## config.mk

```make
export PLATFORM = sky130hd
export DESIGN_NAME = regfile_sb
export DESIGN_NICKNAME = d
export VERILOG_FILES = /design/src/rtl/regfile_pkg.sv /design/src/rtl/regfile_scoreboard.sv /design/src/rtl/regfile_sb.sv
export SDC_FILE = /design/constraint.sdc
export NUM_CORES = 1
export LEC_CHECK = 0
export CAP_MARGIN = 20
export CORE_AREA = 2 2 140 155
export DETAILED_ROUTE_END_ITERATION = 6
export DIE_AREA = 0 0 142 157
export PLACE_DENSITY = 0.62
export SLEW_MARGIN = 30
export SYNTH_ARGS = -nofsm -noshare
export SYNTH_HDL_FRONTEND = slang
export SYNTH_SLANG_ARGS = --single-unit
```

## constraint.sdc

```tcl
create_clock -name clk -period 6.8 [get_ports clk]
set_input_delay 1.36 -clock clk [delete_from_list [all_inputs] [get_ports clk]]
set_output_delay 1.36 -clock clk [all_outputs]
set_load 0.03 [all_outputs]
```

## src/rtl/regfile_pkg.sv

```systemverilog
// Shared constants and flattened-port indexing helpers for the register file.
package regfile_pkg;

    localparam int unsigned RADDRWIDTH_DEF = 3;
    localparam int unsigned REGWIDTH_DEF   = 16;

    // Low bit of slice idx in a flattened bus of width-bit fields.
    function automatic int unsigned rf_lo(input int unsigned idx, input int unsigned width);
        return idx * width;
    endfunction

endpackage

```

## src/rtl/regfile_scoreboard.sv

```systemverilog
// Busy bits for pending long-latency results plus a registered population count.
module regfile_scoreboard
    import regfile_pkg::*;
#(
    parameter int unsigned RADDRWIDTH = RADDRWIDTH_DEF
) (
    input  logic                        clk,
    input  logic                        rst_n,
    input  logic                        rsv,
    input  logic [RADDRWIDTH-1:0]       rsv_addr,
    input  logic                        we1,
    input  logic [RADDRWIDTH-1:0]       waddr1,
    output logic [(2**RADDRWIDTH)-1:0]  busy,
    output logic [RADDRWIDTH:0]         pend_cnt
);

    localparam int unsigned NREG = 2**RADDRWIDTH;
    localparam int unsigned CW   = RADDRWIDTH + 1;

    logic [NREG-1:0] busy_nxt;
    logic [CW-1:0]   cnt_nxt;

    // A reserve names a new producer, so it beats a same-cycle W1 clear.
    always_comb begin
        busy_nxt = busy;
        cnt_nxt  = '0;
        for (int unsigned r = 1; r < NREG; r++) begin
            if (rsv && rsv_addr == RADDRWIDTH'(r)) begin
                busy_nxt[RADDRWIDTH'(r)] = 1'b1;
            end else if (we1 && waddr1 == RADDRWIDTH'(r)) begin
                busy_nxt[RADDRWIDTH'(r)] = 1'b0;
            end
        end
        busy_nxt[0] = 1'b0;
        for (int unsigned r = 1; r < NREG; r++) begin
            cnt_nxt = cnt_nxt + CW'(busy_nxt[RADDRWIDTH'(r)]);
        end
    end

    always_ff @(posedge clk) begin
        if (!rst_n) begin
            busy     <= '0;
            pend_cnt <= '0;
        end else begin
            busy     <= busy_nxt;
            pend_cnt <= cnt_nxt;
        end
    end

endmodule

```

## src/rtl/regfile_sb.sv

```systemverilog
// Multi-read, dual-write register file with optional write bypass and a busy scoreboard.
module regfile_sb
    import regfile_pkg::*;
#(
    parameter int unsigned RADDRWIDTH = RADDRWIDTH_DEF,
    parameter int unsigned REGWIDTH   = REGWIDTH_DEF,
    parameter int unsigned NREAD      = 2,
    parameter int unsigned BYPASS     = 1
) (
    input  logic                          clk,
    input  logic                          rst_n,
    input  logic [NREAD*RADDRWIDTH-1:0]   raddr,
    output logic [NREAD*REGWIDTH-1:0]     rdata,
    output logic [NREAD-1:0]              rbusy,
    input  logic                          we0,
    input  logic [RADDRWIDTH-1:0]         waddr0,
    input  logic [REGWIDTH-1:0]           wdata0,
    input  logic                          we1,
    input  logic [RADDRWIDTH-1:0]         waddr1,
    input  logic [REGWIDTH-1:0]           wdata1,
    input  logic                          rsv,
    input  logic [RADDRWIDTH-1:0]         rsv_addr,
    output logic [RADDRWIDTH:0]           pend_cnt
);

    localparam int unsigned NREG = 2**RADDRWIDTH;

    logic [REGWIDTH-1:0] mem [1:NREG-1];
    logic [NREG-1:0]     busy;

    regfile_scoreboard #(.RADDRWIDTH(RADDRWIDTH)) u_sb (
        .clk      (clk),
        .rst_n    (rst_n),
        .rsv      (rsv),
        .rsv_addr (rsv_addr),
        .we1      (we1),
        .waddr1   (waddr1),
        .busy     (busy),
        .pend_cnt (pend_cnt)
    );

    // W0 wins a same-address collision; r0 has no storage.
    always_ff @(posedge clk) begin
        if (!rst_n) begin
            for (int unsigned r = 1; r < NREG; r++) begin
                mem[RADDRWIDTH'(r)] <= '0;
            end
        end else begin
            for (int unsigned r = 1; r < NREG; r++) begin
                if (we0 && waddr0 == RADDRWIDTH'(r)) begin
                    mem[RADDRWIDTH'(r)] <= wdata0;
                end else if (we1 && waddr1 == RADDRWIDTH'(r)) begin
                    mem[RADDRWIDTH'(r)] <= wdata1;
                end
            end
        end
    end

    for (genvar i = 0; i < NREAD; i++) begin : g_rd
        logic [RADDRWIDTH-1:0] ra;
        logic [REGWIDTH-1:0]   stored;
        logic [REGWIDTH-1:0]   rd;
        logic                  rb;

        assign ra = raddr[rf_lo(i, RADDRWIDTH) +: RADDRWIDTH];

        always_comb begin
            stored = '0;
            for (int unsigned r = 1; r < NREG; r++) begin
                if (ra == RADDRWIDTH'(r)) begin
                    stored = mem[RADDRWIDTH'(r)];
                end
            end
            rd = stored;
            rb = busy[ra];
            if (ra == '0) begin
                rd = '0;
                rb = 1'b0;
            end else if (BYPASS != 0) begin
                if (we0 && waddr0 == ra) begin
                    rd = wdata0;
                end else if (we1 && waddr1 == ra) begin
                    rd = wdata1;
                end
                // The W1 producer is completing now, so decode need not stall.
                if (we1 && waddr1 == ra) begin
                    rb = 1'b0;
                end
            end
        end

        assign rdata[rf_lo(i, REGWIDTH) +: REGWIDTH] = rd;
        assign rbusy[i] = rb;
    end

endmodule
```

==> Word level (Yosys, flattened, before mapping) <==
Memory sizes are Yosys's and may differ from the RTL's.
Cells that the tools add are included.
{ "totals": {"regBits": 12, "mem_bits_rw": 112, "inputBits": 52, "wordCells": 198, "n_memories": 1} }
{ "memory_table": {"columns": ["memory", "words", "word_bits", "rd", "rd_ports_with_merged_regs", "wr", "line", "rtl"], "rows": [
  ["mem", 7, 16, 7, 0, 7, "regfile_sb.sv:28", "logic [REGWIDTH-1:0] mem [1:NREG-1];"]
]} }
{ "op_classes": {"add_sub_neg": 6, "order_cmp": 2, "eq_ne": 39, "n_mux": 106, "bitwise": 14, "reduce_logical": 27} }
{ "ops": {"columns": ["op", "n"], "rows": [
  ["$mux 16", 34],
  ["$mux 1", 70],
  ["$eq 3x3->1 const B", 20],
  ["$eq 3x2->1 const B", 10],
  ["$logic_and 1x1->1", 25],
  ["$add 4x1->4", 5],
  ["$eq 3x1->1 const B", 5],
  ["$or 1x1->1", 14],
  ["$eq 3x3->1", 4],
  ["$lt 3x4->1 const B", 2],
  ["$bmux 1 s3", 2],
  ["$logic_not 3->1", 2],
  ["$add 1x1->2", 1]
]} }

==> Depth between registers and ports, before layout <==
Gate-level depths: netlist of the first run.
{ "logic_depth": {"word_depth": 11, "mapped_depth": 14, "ltp_nobuf": 13} }

==> Hierarchy <==
Synthesis of the first run repeated with hierarchy kept, for this count alone.
{ "unflattened": {"cells_unflattened": 776, "hier_area_um2": 8415.6} }
{ "by_module_without_submodules": {"columns": ["module", "n_inst", "cells_each", "area_each_um2"], "rows": [
  ["regfile_sb", 1, 712, 7782.5],
  ["regfile_scoreboard", 1, 64, 633.1]
]} }

==> Least setup slack after synthesis of the first run <==
OpenSTA, ideal clock, no wires.
{ "synth_timing": {"kind": "input-to-output", "start": "in raddr[1]", "end": "out rdata[10]", "arrival_time_ns": 3.139, "t_required_ns": 5.440, "slack_ns": 2.301, "cell_stages": 7, "cell_sequence": "buf_4 xnor2_1 and4_1 clkbuf_1 clkbuf_1 a211oi_1 nor3_1"} }
{ "synth_via": {"elab_chain_cells": 11, "word_cells_on_any_way": 22} }
{ "synth_lines": {"columns": ["element", "line", "rtl"], "rows": [
  ["start, declared", "regfile_sb.sv:12", "input logic [NREAD*RADDRWIDTH-1:0] raddr,"],
  ["$eq 3x1->1", "regfile_sb.sv:70", "if (ra == RADDRWIDTH'(r)) begin"],
  ["$mux 16 (7 in series)", "regfile_sb.sv:70", null],
  ["$mux 16", "regfile_sb.sv:82", "end else if (we1 && waddr1 == ra) begin"],
  ["$mux 16", "regfile_sb.sv:80", "if (we0 && waddr0 == ra) begin"],
  ["$mux 16 *", "regfile_sb.sv:76", "if (ra == '0) begin"],
  ["end, declared", "regfile_sb.sv:13", "output logic [NREAD*REGWIDTH-1:0] rdata,"]
]} }
Every way passes the cells marked *; elsewhere a longest branch is shown, timed or not.

==> Final worst setup path of the first run <==
{ "layout_timing": {"start": "in raddr[2]", "end": "out rdata[1]"} }
The elaborated chain is that of the path after synthesis.

==> impl_results.md, run 1 <==
* Status: finished, final reports clean
* Core Region at 20600 um2
* IO Pins at 90
* Die Y-Extent at 157 um
* Global-route wire length before repair at 44.5 mm
* Hold WC Path Type: register to register
* Yosys warnings at 0
* Clock Latency Late Sink at 0.42 ns
* Yosys reg bits at 123
* Synth top cells by count: a22o_1, edfxtp_1, nor2_1, mux2_2, clkbuf_1
* Critical path depth at 8
* GRT Resource Usage Total at 27.3%
* Count leader, synth: a22o_1
* Root Buffer: clkbuf_16
* Sequential Area at 3580 um2
* GPL Wtd Cong at 0.884
* Initial antenna violation count at 0
* Tcrit/Tclk final at 88.2%
* Vias in the first global route at 7142
* Kind of cell adding the most delay to the critical path: buffers and inverters
* Fraction of registers with async set/reset at 0%
* I/O Buffers at 89
* CTS tree: done
* Top-area cell type share of the netlist area at 41.3%
* Design Power at 2.25 mW
* Seq/Total Area, Yosys at 44.0%
* Place WS at 0.928 ns
* Die area at 22300 um2
* Mean Syn Cell Area at 10.4 um2
* CTS resizes at 0
* Initial core utilization at 39.6%
* Die Width at 142 um
* Synth Cell Area at 8140 um2
* R2R depth at 11
* Synth top area cells: edfxtp_1, a22o_1, mux2_2
* Worst VDD drop at 214 uV
* Largest stage delay on the critical path at 0.87 ns
* HPWL Detailed at 19.2 mm
* Setup TNS at 0 ns
* CP Max Fanout at 16
* Synthesized Nets at 840
* Number of synthesized flops with an enable pin at 112
* Routed len/inst at 27.5 um
* Crit-path cells: clkdlybuf4s50_1 > nand2b_1 > buf_4 > o32ai_1 > nor4_1 > a211oi_1 > nor3_1 > clkdlybuf4s50_1
* WL final at 30.1 mm
* Reg2reg setup slack at 3.91 ns
* Standby leakage power at 3.40 nW
* Routed vias/inst at 6.72
* RSZ-0062 raised after global routing: no
* Slew headroom at 30.3%
* Non-filler cells in the finished layout at 1092
* Htree depth at 4
* Fraction of layout cells with a size suffix above 1 at 15.4%
* Clock transition at path regs at 0.05 ns
* Fin. max-slew vios at 0
* Inst Count DP at 1062
* Power Dens Cells at 232 nW/um2
* # Post-CTS Setup Buffers at 0
* Final setup fails at 0
* Max_cap viols at 0
* Main flop type after synthesis: edfxtp_1
* Cts hold-fix bufs at 0
* Clock skew at 0.000334 ns
* CP arrival at 4.64 ns
* Post-DRT Antenna Nets at 0
* Startpoint types: input port
* Netlist cell types at 45
* Vias at 7338
* Final nets at 884
* Hold depth at 2
* Crit path buffers/inverters at 3
* Rows at 55
* Final hold viol count at 0
* # clock sinks at 123
* Util after Layout at 47.3%
* CP max stage cell: clkdlybuf4s50_1
* CP required at 5.44 ns
* N_diodes at 0
* Peak Freq at 0.167 GHz
* Setup crit end kind: output port
* Synthesized netlist cell count at 781
* First-pass detailed-route iteration total at 5
* Tmin final at 6.00 ns
* Worst Tran Pin Value at 1.05 ns
* Clock buffer depth at 2
* Final WS setup at 0.804 ns
* P&R area growth vs syn at 19.4%
* CP Class: input port to output port
* Largest net degree at the start of global routing at 37
* Post-route DRC at 0
* DRT iter0 DRCs at 884
* Dominant cell type by area after synthesis: edfxtp_1
* Fillers at 1873
* GRT overflow at 0
* Crit-path most repeated cell: clkdlybuf4s50_1
* Area of the multi-input gates at 4080 um2
* CTS Buf Count at 17
[worst register-to-register path: stages (launching register included)]
cell and delay (ns):
dfxtp_1 0.33, a22o_1 0.24, ha_1 0.28, inv_1 0.04
fa_1 0.49, fa_1 0.41, inv_1 0.07, ha_1 0.17
inv_1 0.06, fa_1 0.43, xnor2_1 0.13, and2_1 0.15
[flip-flops by register name, indices dropped and copies added, names as in the netlist]
signal,count
mem,112
u_sb.pend_cnt,4
u_sb.busy,7
[final cells by class]
| type | count | share of cell area, % |
|---|---|---|
| Tap cell | 256 | 3.29 |
| Clock inverter | 11 | 0.836 |
| Timing Repair Buffer | 130 | 12.4 |
| Clock buffer | 19 | 4.45 |
| Multi-Input combinational cell | 546 | 41.9 |
| Inverter | 7 | 0.270 |
| Sequential cell | 123 | 36.9 |
[through the flow]
step	instance area, um2	hold slack, ns
after floorplan	8140	0.531
after global placement	9180	0.593
after detailed placement	9210	0.604
after CTS	9720	0.620
after global routing	9720	0.646
final	9720	0.613
[power by group]
part | internal, mW | switching (mW)
logic | 0.211 | 0.314
clock network | 0.489 | 0.320
registers | 0.889 | 0.0299
[worst paths after layout]
path                                                    end                    start
worst max-delay path                               rdata[1]                 raddr[2]
worst max register to register  u_sb.pend_cnt[2]$_SDFF_PN0_  u_sb.busy[2]$_SDFF_PN0_
worst min register to register      u_sb.busy[7]$_SDFF_PN0_  u_sb.busy[7]$_SDFF_PN0_
worst min-delay path                u_sb.busy[7]$_SDFF_PN0_  u_sb.busy[7]$_SDFF_PN0_
[layer usage]
metal	wire, um	vias to the layer above	GRT usage (%)	share of wire [%]
met2	14300	449	44.5	48
li1	-	3178	-	-
met4	1370	0	13.8	4.5
met3	2510	90	4.99	8.3
met5	0	-	0	0
met1	11900	3621	34.7	40
[logic make-up after synthesis]
logic type	count (synthesis)	synth area share, %
AOI/OAI and AO/OA	280	26.2
and+or+nand+nor	175	10.9
DFF	123	44.0
buffers and inverters	112	6.24
muxes	71	9.81
xor gates and xnor gates	13	1.40
adders and majority gates	7	1.35
[cells in the final DEF, fill, tap and decap left out, types with 17 or more instances in the layout]
master / Yosys / final
a22o_1: 114 / 114
edfxtp_1: 112 / 112
clkdlybuf4s50_1: 0 / 86
nor2_1: 63 / 63
mux2_2: 50 / 50
buf_4: 3 / 39
a21oi_1: 35 / 35
o21ai_0: 28 / 28
a221oi_1: 26 / 26
a211oi_1: 22 / 22
nor4_1: 21 / 21
mux2i_1: 19 / 19
o22ai_1: 17 / 17
clkbuf_16: 0 / 17
Power figures use the tool's default switching activity.
==> run 2: changes to the inputs <==
- CORE_AREA: 2 2 140 155 -> 2 2 156 173
- DIE_AREA: 0 0 142 157 -> 0 0 158 175
- PLACE_DENSITY: 0.62 -> 0.53
==> run 2 against run 1 <==
  * Hold slack lost 0.0027 ns
  * Final cell count grew 9.1%
  * Largest cell class unchanged
  * Sequential power is essentially flat
  * Routed wire length grew 3.6%
==> impl_results.md, run 2 (same netlist as run 1, synthesis figures left out) <==
* Status: finished, final reports clean
* Initial core utilization at 31.4%
* Root Buffer: clkbuf_16
* IO Pins at 90
* Crit-path most repeated cell: clkdlybuf4s50_1
* N_diodes at 0
* CP required at 5.44 ns
* Die Y-Extent at 175 um
* Worst VDD drop at 121 uV
* I/O Buffers at 89
* Setup crit start: raddr[0]
* CP Class: input port to output port
* Finished Cell Area at 9930 um2
* Routed vias/inst at 6.01
* Final setup fails at 0
* CTS Buf Count at 17
* Cts hold-fix bufs at 0
* Tcrit/Tclk final at 85.8%
* Clock transition at path regs at 0.06 ns
* Kind of cell adding the most delay to the critical path: buffers and inverters
* Worst Tran Pin Value at 0.969 ns
* GRT Resource Usage Total at 22.7%
* GPL Wtd Cong at 0.865
* RSZ-0062 raised after global routing: no
* Design Power at 2.37 mW
* CTS resizes at 0
* Biggest register: mem
* CP arrival at 4.48 ns
* GRT overflow at 0
* CP Max Fanout at 15
* P&R area growth vs syn at 21.9%
* CP max stage cell: clkdlybuf4s50_1
* Non-filler cells in the finished layout at 1191
* Htree depth at 4
* Global-route wire length before repair at 45.4 mm
* Hold path start: u_sb.busy[5]$_SDFF_PN0_
* Die Width at 158 um
* Clock Latency Late Sink at 0.42 ns
* WL final at 31.1 mm
* Max_cap viols at 0
* Core Region at 25900 um2
* Setup TNS at 0 ns
* Largest regs: mem (112), u_sb.busy (7), u_sb.pend_cnt (4)
* First-pass detailed-route iteration total at 5
* Hold WC Path Type: register to register
* DRT iter0 DRCs at 882
* Standby leakage power at 3.43 nW
* Final nets at 885
* Largest stage delay on the critical path at 0.88 ns
* Power Dens Cells at 239 nW/um2
* Commonest non-fill, non-tap cells in the layout: a22o_1, edfxtp_1, clkdlybuf4s50_1
* Fraction of layout cells with a size suffix above 1 at 16.3%
* Vias in the first global route at 7061
* Inst Count DP at 1159
* Max reg flops at 112
* # clock sinks at 123
* Vias at 7162
* Post-route DRC at 0
* Final hold viol count at 0
* # Post-CTS Setup Buffers at 0
* Peak Freq at 0.171 GHz
* Fin. max-slew vios at 0
* CTS tree: done
* Most common cell after layout, fill and taps aside: a22o_1
* Slew headroom at 35.4%
* Area after DPL at 9340 um2
* Final WS setup at 0.965 ns
* Rows at 62
* Clock buffer depth at 2
* Die area at 27700 um2
* Clock skew at 0.000546 ns
* Largest net degree at the start of global routing at 37
* Startpoint types: input port
* Routed len/inst at 26.1 um
* Crit path buffers/inverters at 3
* Tmin final at 5.84 ns
* Place WS at 0.992 ns
* Initial antenna violation count at 0
* Setup crit end kind: output port
* Crit-path cells: clkdlybuf4s50_1 > xnor2_1 > and4_1 > buf_4 > nor4_1 > a211oi_1 > nor3_1 > clkdlybuf4s50_1
* FF-to-FF Start: u_sb.busy[2]$_SDFF_PN0_
* HPWL Detailed at 20.1 mm
* Post-DRT Antenna Nets at 0
[run 2: final cells by class]
cell class	instances	area, um2
Inverter	7	26.3
Sequential cell	123	3580
Clock buffer	18	429
Clock inverter	14	160
Fill cell	2554	16000
Timing Repair Buffer	131	1210
Tap cell	352	440
Multi-Input combinational cell	546	4080
[run 2: power by group]
part           total (mW)  internal, mW  switching [mW]
sequential          0.922         0.889          0.0328
combinational       0.529         0.212           0.318
clock               0.919         0.547           0.372
total                2.37          1.65           0.722
[run 2: worst paths after layout]
path                                 end  slack [ns]  cells after the start
min              u_sb.busy[5]$_SDFF_PN0_        0.61                      2
max                            rdata[10]        0.96                      8
min reg2reg      u_sb.busy[5]$_SDFF_PN0_        0.61                      2
max reg2reg  u_sb.pend_cnt[2]$_SDFF_PN0_        3.91                     11
[run 2: stage by stage]
step / util (%) / hold slack [ns]
floorplan: - / 0.531
global placement: 35.9 / 0.599
detailed placement: 36.0 / 0.597
CTS: 38.3 / 0.611
global route: 38.3 / 0.653
finish: 38.3 / 0.610
[run 2: routing by layer]
metal,part of all wire [%],track usage (%),up-vias,routed length [um]
li1,-,-,3176,-
met1,41,29.5,3552,12700
met2,48,36.9,361,15000
met3,7.3,4.12,73,2270
met4,3.7,9.72,0,1150
met5,0,0,-,0
[run 2: tightest hold or removal path: stages (launching register included)]
cell     delay [ns]
dfxtp_1        0.35
a32oi_1        0.12
nor2b_1        0.11
==> run 3: changes to the inputs <==
- ABC_CLOCK_PERIOD_IN_PS: unset -> 6800
==> results of run 3 <==
No change in the layout: final DEF, timing and power equal those of run 2.
